--- src/rtl/dma_pingpong_seq_pkg.sv ---
// Shared types and DMA S2MM register map for the ping/pong capture sequencer.
package dma_seq_pkg;

    typedef enum logic [3:0] {
        S_IDLE,
        S_INIT_CR,
        S_WAIT_FREE,
        S_WR_DA,
        S_WR_LEN,
        S_WAIT_IRQ,
        S_CLR_SR,
        S_NOTIFY,
        S_HALT,
        S_ERR
    } state_t;

    localparam logic [7:0] OFF_DMACR  = 8'h30;
    localparam logic [7:0] OFF_DMASR  = 8'h34;
    localparam logic [7:0] OFF_DA     = 8'h48;
    localparam logic [7:0] OFF_LENGTH = 8'h58;

    localparam logic [31:0] DMACR_RS         = 32'h0000_0001;
    localparam logic [31:0] DMACR_IOC_IRQ_EN = 32'h0000_1000;
    localparam logic [31:0] DMACR_RUN        = DMACR_RS | DMACR_IOC_IRQ_EN;
    localparam logic [31:0] DMACR_STOP       = 32'h0000_0000;
    localparam logic [31:0] DMASR_IOC        = 32'h0000_1000;

    localparam logic [1:0] RESP_OKAY = 2'b00;

    function automatic logic is_write_state(input state_t s);
        return (s == S_INIT_CR) || (s == S_WR_DA) || (s == S_WR_LEN) ||
               (s == S_CLR_SR)  || (s == S_HALT);
    endfunction

endpackage

--- src/rtl/dma_pingpong_seq_axil_single_write.sv ---
// One-beat AXI4-Lite write engine; req_i is held for the whole write and
// done_o pulses on the B handshake.
module axil_single_write
    import dma_seq_pkg::*;
#(
    parameter int ADDR_W = 32
) (
    input  logic              clk_i,
    input  logic              rst_i,
    input  logic              req_i,
    input  logic [ADDR_W-1:0] addr_i,
    input  logic [31:0]       data_i,
    output logic [ADDR_W-1:0] awaddr_o,
    output logic              awvalid_o,
    input  logic              awready_i,
    output logic [31:0]       wdata_o,
    output logic [3:0]        wstrb_o,
    output logic              wvalid_o,
    input  logic              wready_i,
    input  logic [1:0]        bresp_i,
    input  logic              bvalid_i,
    output logic              bready_o,
    output logic              done_o,
    output logic              err_o
);

    logic aw_done_q;
    logic w_done_q;

    assign awaddr_o  = addr_i;
    assign wdata_o   = data_i;
    assign wstrb_o   = 4'hF;
    assign awvalid_o = req_i & ~aw_done_q;
    assign wvalid_o  = req_i & ~w_done_q;
    assign bready_o  = req_i & aw_done_q & w_done_q;
    assign done_o    = bready_o & bvalid_i;
    assign err_o     = done_o & (bresp_i != RESP_OKAY);

    // Flags clear on completion so a back-to-back write state starts fresh.
    always_ff @(posedge clk_i) begin
        if (rst_i || !req_i || done_o) begin
            aw_done_q <= 1'b0;
            w_done_q  <= 1'b0;
        end else begin
            if (awvalid_o && awready_i) aw_done_q <= 1'b1;
            if (wvalid_o && wready_i)   w_done_q  <= 1'b1;
        end
    end

endmodule

--- src/rtl/dma_pingpong_seq.sv ---
// Ping/pong S2MM DMA sequencer. Optional WAIT_IRQ watchdog: DMA_SEQ_TIMEOUT_EN.
// state     | meaning
// IDLE      | stopped, waiting for start
// INIT_CR   | writing DMACR run + IOC irq enable
// WAIT_FREE | waiting for consumer to free the next buffer
// WR_DA     | writing destination address
// WR_LEN    | writing LENGTH, which launches the transfer
// WAIT_IRQ  | waiting for completion interrupt
// CLR_SR    | clearing IOC in DMASR
// NOTIFY    | one-cycle buffer hand-off
// HALT      | writing DMACR = 0 before returning to IDLE
// ERR       | bad write response or timeout; wait for start
module dma_pingpong_seq
    import dma_seq_pkg::*;
#(
    parameter int ADDR_W = 32,
    parameter int LEN_W  = 26
) (
    input  logic              aclk_i,
    input  logic              areset_i,
    input  logic              start_i,
    input  logic              stop_i,
    input  logic [ADDR_W-1:0] cfg_base_i,
    input  logic [31:0]       cfg_ping_i,
    input  logic [31:0]       cfg_pong_i,
    input  logic [LEN_W-1:0]  cfg_len_i,
    output logic [ADDR_W-1:0] m_awaddr_o,
    output logic              m_awvalid_o,
    input  logic              m_awready_i,
    output logic [31:0]       m_wdata_o,
    output logic [3:0]        m_wstrb_o,
    output logic              m_wvalid_o,
    input  logic              m_wready_i,
    input  logic [1:0]        m_bresp_i,
    input  logic              m_bvalid_i,
    output logic              m_bready_o,
    input  logic              dma_irq_i,
    output logic              buf_ready_o,
    output logic              buf_idx_o,
    input  logic              buf_release_i,
    input  logic              buf_release_idx_i,
    output logic              busy_o,
    output logic              error_o
);

    state_t            state_q;
    logic [ADDR_W-1:0] base_q;
    logic [31:0]       ping_q;
    logic [31:0]       pong_q;
    logic [LEN_W-1:0]  len_q;
    logic              next_q;
    logic [1:0]        owned_q;
    logic [1:0]        owned_d;
    logic [1:0]        rel_mask;
    logic [1:0]        set_mask;
    logic              stop_q;
    logic              error_q;
    logic              buf_ready_q;
    logic              buf_idx_q;
    logic              wr_req;
    logic              wr_done;
    logic              wr_err;
    logic [ADDR_W-1:0] wr_addr;
    logic [31:0]       wr_data;
`ifdef DMA_SEQ_TIMEOUT_EN
    logic [23:0]       tmo_q;
`endif

    assign busy_o      = (state_q != S_IDLE);
    assign error_o     = error_q;
    assign buf_ready_o = buf_ready_q;
    assign buf_idx_o   = buf_idx_q;
    assign wr_req      = is_write_state(state_q);

    always_comb begin
        wr_addr = '0;
        wr_data = '0;
        case (state_q)
            S_INIT_CR: begin wr_addr = base_q + ADDR_W'(OFF_DMACR);  wr_data = DMACR_RUN;  end
            S_WR_DA:   begin wr_addr = base_q + ADDR_W'(OFF_DA);     wr_data = next_q ? pong_q : ping_q; end
            S_WR_LEN:  begin wr_addr = base_q + ADDR_W'(OFF_LENGTH); wr_data = 32'(len_q); end
            S_CLR_SR:  begin wr_addr = base_q + ADDR_W'(OFF_DMASR);  wr_data = DMASR_IOC;  end
            S_HALT:    begin wr_addr = base_q + ADDR_W'(OFF_DMACR);  wr_data = DMACR_STOP; end
            default:   begin wr_addr = '0; wr_data = '0; end
        endcase
    end

    // A release and a NOTIFY on the other buffer in the same cycle both land.
    always_comb begin
        rel_mask = buf_release_i ? (2'b01 << buf_release_idx_i) : 2'b00;
        set_mask = (state_q == S_NOTIFY) ? (2'b01 << next_q) : 2'b00;
        owned_d  = (owned_q & ~rel_mask) | set_mask;
    end

    axil_single_write #(.ADDR_W(ADDR_W)) u_wr (
        .clk_i     (aclk_i),
        .rst_i     (areset_i),
        .req_i     (wr_req),
        .addr_i    (wr_addr),
        .data_i    (wr_data),
        .awaddr_o  (m_awaddr_o),
        .awvalid_o (m_awvalid_o),
        .awready_i (m_awready_i),
        .wdata_o   (m_wdata_o),
        .wstrb_o   (m_wstrb_o),
        .wvalid_o  (m_wvalid_o),
        .wready_i  (m_wready_i),
        .bresp_i   (m_bresp_i),
        .bvalid_i  (m_bvalid_i),
        .bready_o  (m_bready_o),
        .done_o    (wr_done),
        .err_o     (wr_err)
    );

    always_ff @(posedge aclk_i) begin
        if (areset_i) begin
            state_q     <= S_IDLE;
            base_q      <= '0;
            ping_q      <= '0;
            pong_q      <= '0;
            len_q       <= '0;
            next_q      <= 1'b0;
            owned_q     <= 2'b00;
            stop_q      <= 1'b0;
            error_q     <= 1'b0;
            buf_ready_q <= 1'b0;
            buf_idx_q   <= 1'b0;
`ifdef DMA_SEQ_TIMEOUT_EN
            tmo_q       <= '0;
`endif
        end else begin
            buf_ready_q <= 1'b0;
            owned_q     <= owned_d;
            if (stop_i && state_q != S_IDLE) stop_q <= 1'b1;
            case (state_q)
                S_IDLE, S_ERR: begin
                    if (start_i) begin
                        base_q  <= cfg_base_i;
                        ping_q  <= cfg_ping_i;
                        pong_q  <= cfg_pong_i;
                        len_q   <= cfg_len_i;
                        next_q  <= 1'b0;
                        owned_q <= 2'b00;
                        stop_q  <= 1'b0;
                        error_q <= 1'b0;
                        state_q <= S_INIT_CR;
                    end
                end
                S_WAIT_FREE: begin
                    if (stop_q)                state_q <= S_HALT;
                    else if (!owned_q[next_q]) state_q <= S_WR_DA;
                end
                S_WAIT_IRQ: begin
                    if (dma_irq_i) begin
                        state_q <= S_CLR_SR;
`ifdef DMA_SEQ_TIMEOUT_EN
                    end else if (tmo_q == '0) begin
                        state_q <= S_ERR;
                        error_q <= 1'b1;
                    end else begin
                        tmo_q <= tmo_q - 1'b1;
`endif
                    end
                end
                S_NOTIFY: begin
                    next_q  <= ~next_q;
                    state_q <= S_WAIT_FREE;
                end
                default: begin
                    if (wr_done) begin
                        if (wr_err) begin
                            state_q <= S_ERR;
                            error_q <= 1'b1;
                        end else begin
                            case (state_q)
                                S_INIT_CR: state_q <= S_WAIT_FREE;
                                S_WR_DA:   state_q <= S_WR_LEN;
                                S_WR_LEN: begin
                                    state_q <= S_WAIT_IRQ;
`ifdef DMA_SEQ_TIMEOUT_EN
                                    tmo_q   <= 24'hFF_FFFF;
`endif
                                end
                                S_CLR_SR: begin
                                    state_q     <= S_NOTIFY;
                                    buf_ready_q <= 1'b1;
                                    buf_idx_q   <= next_q;
                                end
                                default: begin
                                    state_q <= S_IDLE;
                                    stop_q  <= 1'b0;
                                end
                            endcase
                        end
                    end
                end
            endcase
        end
    end

endmodule

--- config.mk ---
export PLATFORM = sky130hd
export DESIGN_NAME = dma_pingpong_seq
export DESIGN_NICKNAME = d
export VERILOG_FILES = /design/src/rtl/dma_pingpong_seq_pkg.sv /design/src/rtl/dma_pingpong_seq_axil_single_write.sv /design/src/rtl/dma_pingpong_seq.sv
export SDC_FILE = /design/constraint.sdc
export NUM_CORES = 1
export LEC_CHECK = 0
export ABC_AREA = 0
export CAP_MARGIN = 10
export CORE_MARGIN = 2
export CORE_UTILIZATION = 54
export CTS_BUF_LIST = sky130_fd_sc_hd__clkbuf_4
export CTS_CLUSTER_SIZE = 20
export DETAILED_ROUTE_END_ITERATION = 16
export GPL_TIMING_DRIVEN = 0
export PLACE_DENSITY = 0.89
export SLEW_MARGIN = 20
export SYNTH_ARGS = -nofsm -noshare
export SYNTH_HDL_FRONTEND = slang
export SYNTH_SLANG_ARGS = --single-unit
--- constraint.sdc ---
create_clock -name aclk_i -period 10.04 [get_ports aclk_i]
set_input_delay 3.012 -clock aclk_i [delete_from_list [all_inputs] [get_ports aclk_i]]
set_output_delay 3.012 -clock aclk_i [all_outputs]
set_load 0.02 [all_outputs]
## Yosys cells after proc, flatten, opt, wreduce, memory -nomap -nowiden

Cells that the tools add are included.

| word-level totals | value |
|---|---|
| register bits after elaboration | 135 |
| input bits | 134 |
| output and inout port bits | 75 |
| word-level logic and storage cells | 105 |

| operators by class | value |
|---|---|
| add/sub/neg operators | 4 |
| $lt $le $gt $ge | 1 |
| equality and inequality tests | 12 |
| shift operators | 2 |
| multiplexer cells | 29 |
| bitwise logic cells | 16 |
| reductions and logical operators | 28 |

Operator list:

| kind | count |
|---|---|
| $pmux 32 s4 | 2 |
| $add 32x6->32 const B | 2 |
| $add 32x7->32 const B | 2 |
| $mux 32 | 1 |
| $mux 4 | 6 |
| $eq 4x3->1 const B | 4 |
| $pmux 4 s4 | 1 |
| $pmux 3 s4 | 1 |
| $reduce_and 4->1 | 3 |
| $mux 1 | 11 |
| $eq 4x2->1 const B | 2 |
| $eq 4x4->1 const B | 2 |
| $mux 2 | 4 |
| $reduce_bool 2->1 | 4 |
| $reduce_or 8->1 | 1 |
| $not 1->1 | 7 |
| $and 1x1->1 | 6 |
| $logic_or 1x1->1 | 6 |
| $pmux 1 s2 | 3 |
| $reduce_bool 5->1 | 1 |
| $reduce_or 5->1 | 1 |
| $eq 4x1->1 const B | 1 |
| $logic_not 4->1 | 1 |
| $ne 2x2->1 const B | 2 |
| other kinds (13) | 18 |

## Depth between registers and ports, before layout

Gate-level depths: netlist of the first run.

| logic depth | value |
|---|---|
| depth in word-level cells | 12 |
| mapped depth | 9 |
| mapped depth without buffers | 7 |

## Cells and area by module

From an unflattened synthesis of the first run, not the netlist that was laid out.

| unflattened totals | value |
|---|---|
| cells, all modules | 1124 |
| area total of the unflattened synthesis | 8069.0 um^2 |

By module, submodules not included:

| module | instances | cells an instance | area each (um^2) | sequential area each (um^2) |
|---|---|---|---|---|
| dma_pingpong_seq | 1 | 1042 | 7445.9 | 2662.6 |
| axil_single_write | 1 | 82 | 623.1 | 40.0 |

## Worst setup path before layout of the first run

Ideal clock, no wire load.

| timing | value |
|---|---|
| path kind | register to output |
| start | reg state_q[3] |
| end | out m_awaddr_o[16] |
| data arrival time | 2.970 ns |
| data required time | 7.028 ns |
| setup slack | 4.058 ns |
| stages on the path, launching flop included | 9 |
| buffers on the path | 2 |
| cells stage by stage | dfxtp_1 -> buf_2 -> nor4b_4 -> clkbuf_1 -> ha_1 -> a211oi_1 -> nor3_1 -> a22oi_1 -> o41ai_1 |

| between the ends | value |
|---|---|
| word-level cells in the longest chain between the ends | 3 |
| elaborated cells between the ends (all ways) | 7 |
| classes of those cells | eq/ne: 5; mux: 1; reduce/logical: 1 |

RTL lines:

| what | RTL line | RTL |
|---|---|---|
| from (decl) | dma_pingpong_seq.sv:46 | `state_t state_q;` |
| from (signal assigned) | dma_pingpong_seq.sv:117 | `state_q <= S_IDLE;` |
| from (signal assigned) | dma_pingpong_seq.sv:146 | `state_q <= S_INIT_CR;` |
| from (signal assigned) | dma_pingpong_seq.sv:150 | `if (stop_q) state_q <= S_HALT;` |
| $eq 4x1->1 / $eq 4x4->1 (equally long branches) | dma_pingpong_seq.sv:78 | `case (state_q)` |
| $reduce_or 2->1 (no line) | n/a |  |
| $pmux 32 s4 (*) | dma_pingpong_seq.sv:78 |  |
| to (decl) | dma_pingpong_seq.sv:27 | `output logic [ADDR_W-1:0] m_awaddr_o,` |

Every way passes the cells marked *; elsewhere a longest branch is shown, timed or not.

## Final worst setup path of the first run

| timing | value |
|---|---|
| start | reg state_q[3] |
| end | out m_awaddr_o[22] |

Same word-level chain as after synthesis.

==> results_dict.tcl, run 1 <==
set metrics [dict create \
    finalWorstSetupSlack_ns 2.07 \
    combPwrFrac_pct 40.0 \
    tns_ns 0 \
    max_cap_viol_count 0 \
    whs_ns 0.458 \
    hold_start "base_q[0]" \
    vias 8692 \
    power_w 0.00181 \
    synth_flop_cell "dfxtp_1" \
    period_share_pct 79.4 \
    final_common_cell "nand2_1" \
    status "finished clean" \
    design.core.area_mm2 0.0133 \
    cp_data_required_time_ns 7.03 \
    port_buffers 203 \
    cts_resized 0 \
    worstPathArrival_ns 4.96 \
    p_sw_share_pct 41.3 \
    p_sw_w 0.000747 \
    tightestPinTransition_ns 1.03 \
    floorplan.die_area_mm2 0.0146 \
    syn-instance-count 1032 \
    synth_cell_types 66 \
    yosys_warnings 0 \
    cts-root-buf "clkbuf_4" \
    p_int_w 0.00106 \
    cts-hold-fix-buffers 0 \
    grt_max_degree 17 \
    first_iter_violations 943 \
    max_slew_margin_pct 30.9 \
    yosys_register_bits 135 \
    skew_ns 0.0241 \
    crit_path_start "state_q[3]" \
    firstDrtPassIters 7 \
    drc 0 \
    critPathLaunchType "flip-flop" \
    drive_gt1_share_pct 4.88 \
    ys_seq_area_share_pct 36.7 \
    rsz0062_at_grt "no" \
    dp_hpwl_um 19900 \
    async_flop_share_pct 0 \
    max_freq_ghz 0.125 \
    io_pins 209 \
    fin_util_pct 74.8 \
    initial_utilization_pct 55.4 \
    cts_buffer_depth 2 \
    timing.rr.start "state_q[2]" \
    grtUsageTotal_pct 36.3 \
    worstSetupPathType "reg -> out" \
    cts_made_buffers 17 \
    hp-class "reg -> reg" \
    powerDensity_mw_per_mm2 182 \
    leakagePower_nw 3.40 \
    p_seq_share_pct 37.6 \
    wirelength_um 26900 \
    wl_per_cell_um 18.6 \
    areaGrowthSynthToFinish_pct 35.2 \
    nNetsFinal 1396 \
    drv_slew 0 \
    preCtsSetupSlack_ns 2.69 \
    cts_tree "done" \
    vias_per_cell 6.01 \
    grt_pass1_wl_um 41600 \
    clk_latency_ns 0.56 \
    fin_crit_ns 7.97 \
    gp_congestion 0.969 \
    hold_viol_final 0 \
    syn-cell-area_mm2 0.00736 \
    rows 42 \
    post_cts_buffers 0 \
    finalSetupViolCount 0 \
    clockPowerShare_pct 22.4 \
    ant_nets 0 \
    cp-end-kind "primary output" \
    ir_worst_vdd_uv 130 \
    critPathMaxFanout 11 \
    syn_avg_cell_area_um2 7.13 \
    grt_antenna_before_repair 1 \
    ctsHtreeMaxLevel 4 \
    synth-edff-count 0 \
    final_cell_mix "306 x nand2_1, 203 x clkdlybuf4s50_1, 157 x a21oi_1, 135 x dfxtp_1, 57 x clkbuf_1" \
    die_h_um 121 \
    cts_sinks 135 \
    grt_pass1_vias 8257 \
    grt_overflow 0 \
    clkTransAtPathRegs_ns 0.13 \
    chipWidth_um 121 \
]
flip-flops by register name (all words and copies together) (netlist names):
register and count:
base_q 32, buf_idx_o 1, buf_ready_o 1, error_o 1, len_q 26, next_q 1
owned_q 2, ping_q 32, pong_q 32, state_q 4, stop_q 1, u_wr.aw_done_q 1
u_wr.w_done_q 1
cell families after synthesis:
kind of cell               count (synthesis)  share of synthesized area [%]
xor gates and xnor gates                  11                           1.31
muxes                                     38                           5.20
buffers and inverters                     93                           5.18
DFF                                      135                           36.7
other                                      1                         0.0509
and+or+nand+nor                          452                           26.9
AOI/OAI and AO/OA                        297                           23.7
adders and majority gates                  5                          0.952
metal layers:
metal  routed length, um  vias up  GRT usage (%)
met4                 973        0           16.5
met2               13300      552           62.9
met1               10200     3994           43.5
li1                    -     4066              -
met5                   0        -              0
met3                2460       80           6.89
power groups by stage:
stage | clock network, W | logic (W) | registers (W)
floorplan | 0 | 0.000441 | 0.000670
global placement | 0 | 0.000694 | 0.000686
detailed placement | 0 | 0.000704 | 0.000690
CTS | 0.000405 | 0.000708 | 0.000678
global route | 0.000426 | 0.000784 | 0.000688
finish | 0.000405 | 0.000725 | 0.000681
layout make-up:
| cell class | count | area (um2) |
|---|---|---|
| Multi-Input combinational cell | 807 | 4290 |
| Fill cell | 1076 | 3340 |
| Sequential cell | 135 | 2700 |
| Timing Repair Buffer | 203 | 2030 |
| Buffer | 85 | 352 |
| Tap cell | 176 | 220 |
| Clock inverter | 15 | 190 |
| Clock buffer | 17 | 128 |
| Inverter | 8 | 30.0 |
| Antenna cell | 1 | 2.50 |
worst max-delay path: stages, from the launching register on:
cell and delay, ns:
dfxtp_1 0.32, buf_2 0.17, nor4b_4 0.71, clkbuf_1 0.68, ha_1 0.30, a211oi_1 0.09, nor3_1 0.82, a32o_1 0.35
a21oi_1 0.08, a41oi_1 0.24, clkdlybuf4s50_1 0.65
worst paths after layout:
check	end	slack [ns]	cells past startpoint
max	m_awaddr_o[22]	2.07	10
min	base_q[0]	0.46	2
max reg2reg	ping_q[29]	7.39	8
min reg2reg	base_q[0]	0.46	2
stage by stage:
stage,cells,area (um2)
6_report,1447,9950
3_3_place_gp,1414,9630
2_1_floorplan,1035,7370
3_5_place_dp,1414,9630
5_1_grt,1447,9950
4_1_cts,1446,9940
synth_stat cells, types with 6 or more instances:
cell type,count,area [um2]
or3_1,8,50.1
mux2i_1,36,360
nor4_1,6,37.5
o22ai_1,7,43.8
nor3_1,21,105
a31oi_1,12,75.1
dfxtp_1,135,2700
a21oi_1,157,786
nor2_1,50,188
clkbuf_1,57,214
nand4_1,15,93.8
o21ai_0,55,275
buf_2,14,70.1
xnor2_1,6,52.6
a22oi_1,6,45.0
and3_1,6,37.5
o31ai_1,10,75.1
nand2_1,306,1150
buf_1,10,37.5
inv_1,8,30.0
o221ai_1,7,61.3
Power figures use the tool's default switching activity.
==> inputs of run 2 (changes only) <==
Settings changed: CORE_UTILIZATION 54 to 45, PLACE_DENSITY 0.89 to 0.79.
Clock period 10.04 ns to 7.1 ns, I/O delays scaled along.
==> run 2 against run 1 <==
  * Non-clock buffer count is the same
  * Total power grew 44%
  * Worst setup slack lost 1.7 ns
  * Wire length shrank 0.92%
  * Sequential power grew 41%
  * Clock power grew 54%
  * Critical path type unchanged
  * Critical endpoint is now m_awaddr_o[31]
  * Largest power group unchanged
==> results_dict.tcl, run 2 (synthesis results as in run 1) <==
set metrics [dict create \
    power_w 0.00260 \
    leakagePower_nw 3.42 \
    worstSetupPathType "reg -> out" \
    cts_sinks 135 \
    tns_ns 0 \
    p_int_w 0.00157 \
    cts-root-buf "clkbuf_4" \
    r2r_cells 8 \
    crit_chain "buf_2 > nor4b_4 > clkbuf_2 > fa_1 > a21o_1 > o2111ai_2 > and3_4 > or4_1 > a21oi_1 > clkdlybuf4s50_1" \
    hold_viol_final 0 \
    clk_latency_ns 0.56 \
    cts-hold-fix-buffers 0 \
    cp_data_required_time_ns 4.97 \
    clkTransAtPathRegs_ns 0.13 \
    timing.rr.start "state_q[1]" \
    port_buffers 203 \
    max_cap_viol_count 0 \
    p_sw_w 0.00104 \
    cts_made_buffers 17 \
    final_common_cell "nand2_1" \
    first_iter_violations 943 \
    grt_antenna_before_repair 1 \
    powerDensity_mw_per_mm2 259 \
    ctsHtreeMaxLevel 4 \
    chipWidth_um 132 \
    drive_gt1_share_pct 4.96 \
    firstDrtPassIters 8 \
    cp-end-kind "primary output" \
    crit_slowest_cell "nor4b_4" \
    combPwrFrac_pct 39.1 \
    cts_buffer_depth 2 \
    design_area_mm2 0.0100 \
    critPathLaunchType "flip-flop" \
    r2r_end "ping_q[31]" \
    wirelength_um 26600 \
    crit_path_max_incr_delay_ns 0.74 \
    worstPathArrival_ns 4.62 \
    status "finished clean" \
    rsz0062_at_grt "no" \
    dp_hpwl_um 20000 \
    holdPathEnd "base_q[1]" \
    period_share_pct 95.1 \
    nNetsFinal 1396 \
    finalSetupViolCount 0 \
    die_h_um 132 \
    grt_pass1_vias 7919 \
    max_freq_ghz 0.148 \
    ir_worst_vdd_uv 128 \
    ant_nets 0 \
    p_sw_share_pct 39.8 \
    finalWorstSetupSlack_ns 0.346 \
    design.core.area_mm2 0.0159 \
    io_pins 209 \
    min_path_cells 2 \
    rows 46 \
    areaGrowthSynthToFinish_pct 36.4 \
    max_slew_margin_pct 32.9 \
    vias_per_cell 5.73 \
    fin_crit_ns 6.75 \
    drv_slew 0 \
    grtUsageTotal_pct 29.9 \
    cts_tree "done" \
    drc 0 \
    place_area_mm2 0.00968 \
    hold_start "base_q[1]" \
    preCtsSetupSlack_ns 0.552 \
    floorplan.die_area_mm2 0.0174 \
    skew_ns 0.0161 \
    grt_overflow 0 \
    grt_pass1_wl_um 41600 \
    p_seq_share_pct 36.9 \
    initial_utilization_pct 46.2 \
    rrSetupSlack_ns 4.56 \
    tightestPinTransition_ns 1.00 \
    grt_max_degree 17 \
    gp_congestion 0.950 \
    reg_top3 "base_q (32), ping_q (32), pong_q (32)" \
    final_cell_mix "306 x nand2_1, 203 x clkdlybuf4s50_1, 157 x a21oi_1, 135 x dfxtp_1, 56 x clkbuf_1" \
    vias 8516 \
    clockPowerShare_pct 24.0 \
    hp-class "reg -> reg" \
    critPathMaxFanout 11 \
    wl_per_cell_um 17.9 \
]
## run 2: cell types whose count changed in the layout (fill, tap and decap cells not counted)
cell / delta
clkbuf_2: +1
bufinv_16: +2
clkinvlp_4: -3
clkinv_4: +3
nor3_2: +1
clkinv_2: +1
inv_6: -3
inv_8: -1
nor3_1: -1
clkbuf_1: -1
## run 2: timing repair
action	4_1_cts	5_1_grt
resized for setup	1	2
setup buffers	0	0
cloned	0	0
setup endpoints to repair	2	5
## run 2: per-stage QoR
stage	std cells	utilization [%]	hold WS, ns
floorplan	1035	-	0.432
global placement	1454	60.7	0.440
detailed placement	1454	60.7	0.446
CTS	1485	62.9	0.463
global route	1486	63.0	0.478
finish	1486	63.0	0.461
## run 2: how the worst max path moves through the flow
stage                    start              to  slack (ns)  depth (start not counted)
global route        state_q[1]  m_awaddr_o[31]        0.18                         10
floorplan           state_q[3]  m_awaddr_o[16]        2.00                          8
finish              state_q[3]  m_awaddr_o[31]        0.35                         10
detailed placement  state_q[3]  m_awaddr_o[26]        0.55                         10
global placement    state_q[3]  m_awaddr_o[26]        0.43                         10
CTS                 state_q[3]  m_awaddr_o[31]        0.12                         10
## run 2: final cells by class
type | count | area (um2)
antenna | 1 | 2.50
fill | 1494 | 5900
buffer | 85 | 353
timing repair buffer | 203 | 2030
multi-input combinational | 807 | 4300
clock buffer | 17 | 128
tap | 216 | 270
sequential | 135 | 2700
inverter | 8 | 30.0
clock inverter | 14 | 221
## run 2: power by group through the flow
stage	clock network (W)	logic (W)	registers, W
2_1_floorplan	0	0.000623	0.000948
3_3_place_gp	0	0.000986	0.000971
3_5_place_dp	0	0.000997	0.000975
4_1_cts	0.000626	0.00100	0.000958
5_1_grt	0.000661	0.00110	0.000975
6_report	0.000624	0.00102	0.000962
## run 2: layer usage
metal / wire length (um) / GRT usage, % / vias to the layer above
li1: - / - / 4051
met1: 10600 / 37.0 / 3915
met2: 12700 / 50.8 / 482
met3: 2530 / 6.50 / 68
met4: 763 / 11.8 / 0
met5: 0 / 0 / -
## run 2: worst max-delay path, delay by kind of cell, from the launching register on
| kind | cells | cell delay, ns |
|---|---|---|
| and+or+nand+nor | 3 | 1.48 |
| buffers and inverters | 3 | 1.32 |
| adders and majority gates | 1 | 0.34 |
| DFF | 1 | 0.31 |
| AOI/OAI and AO/OA | 3 | 0.62 |
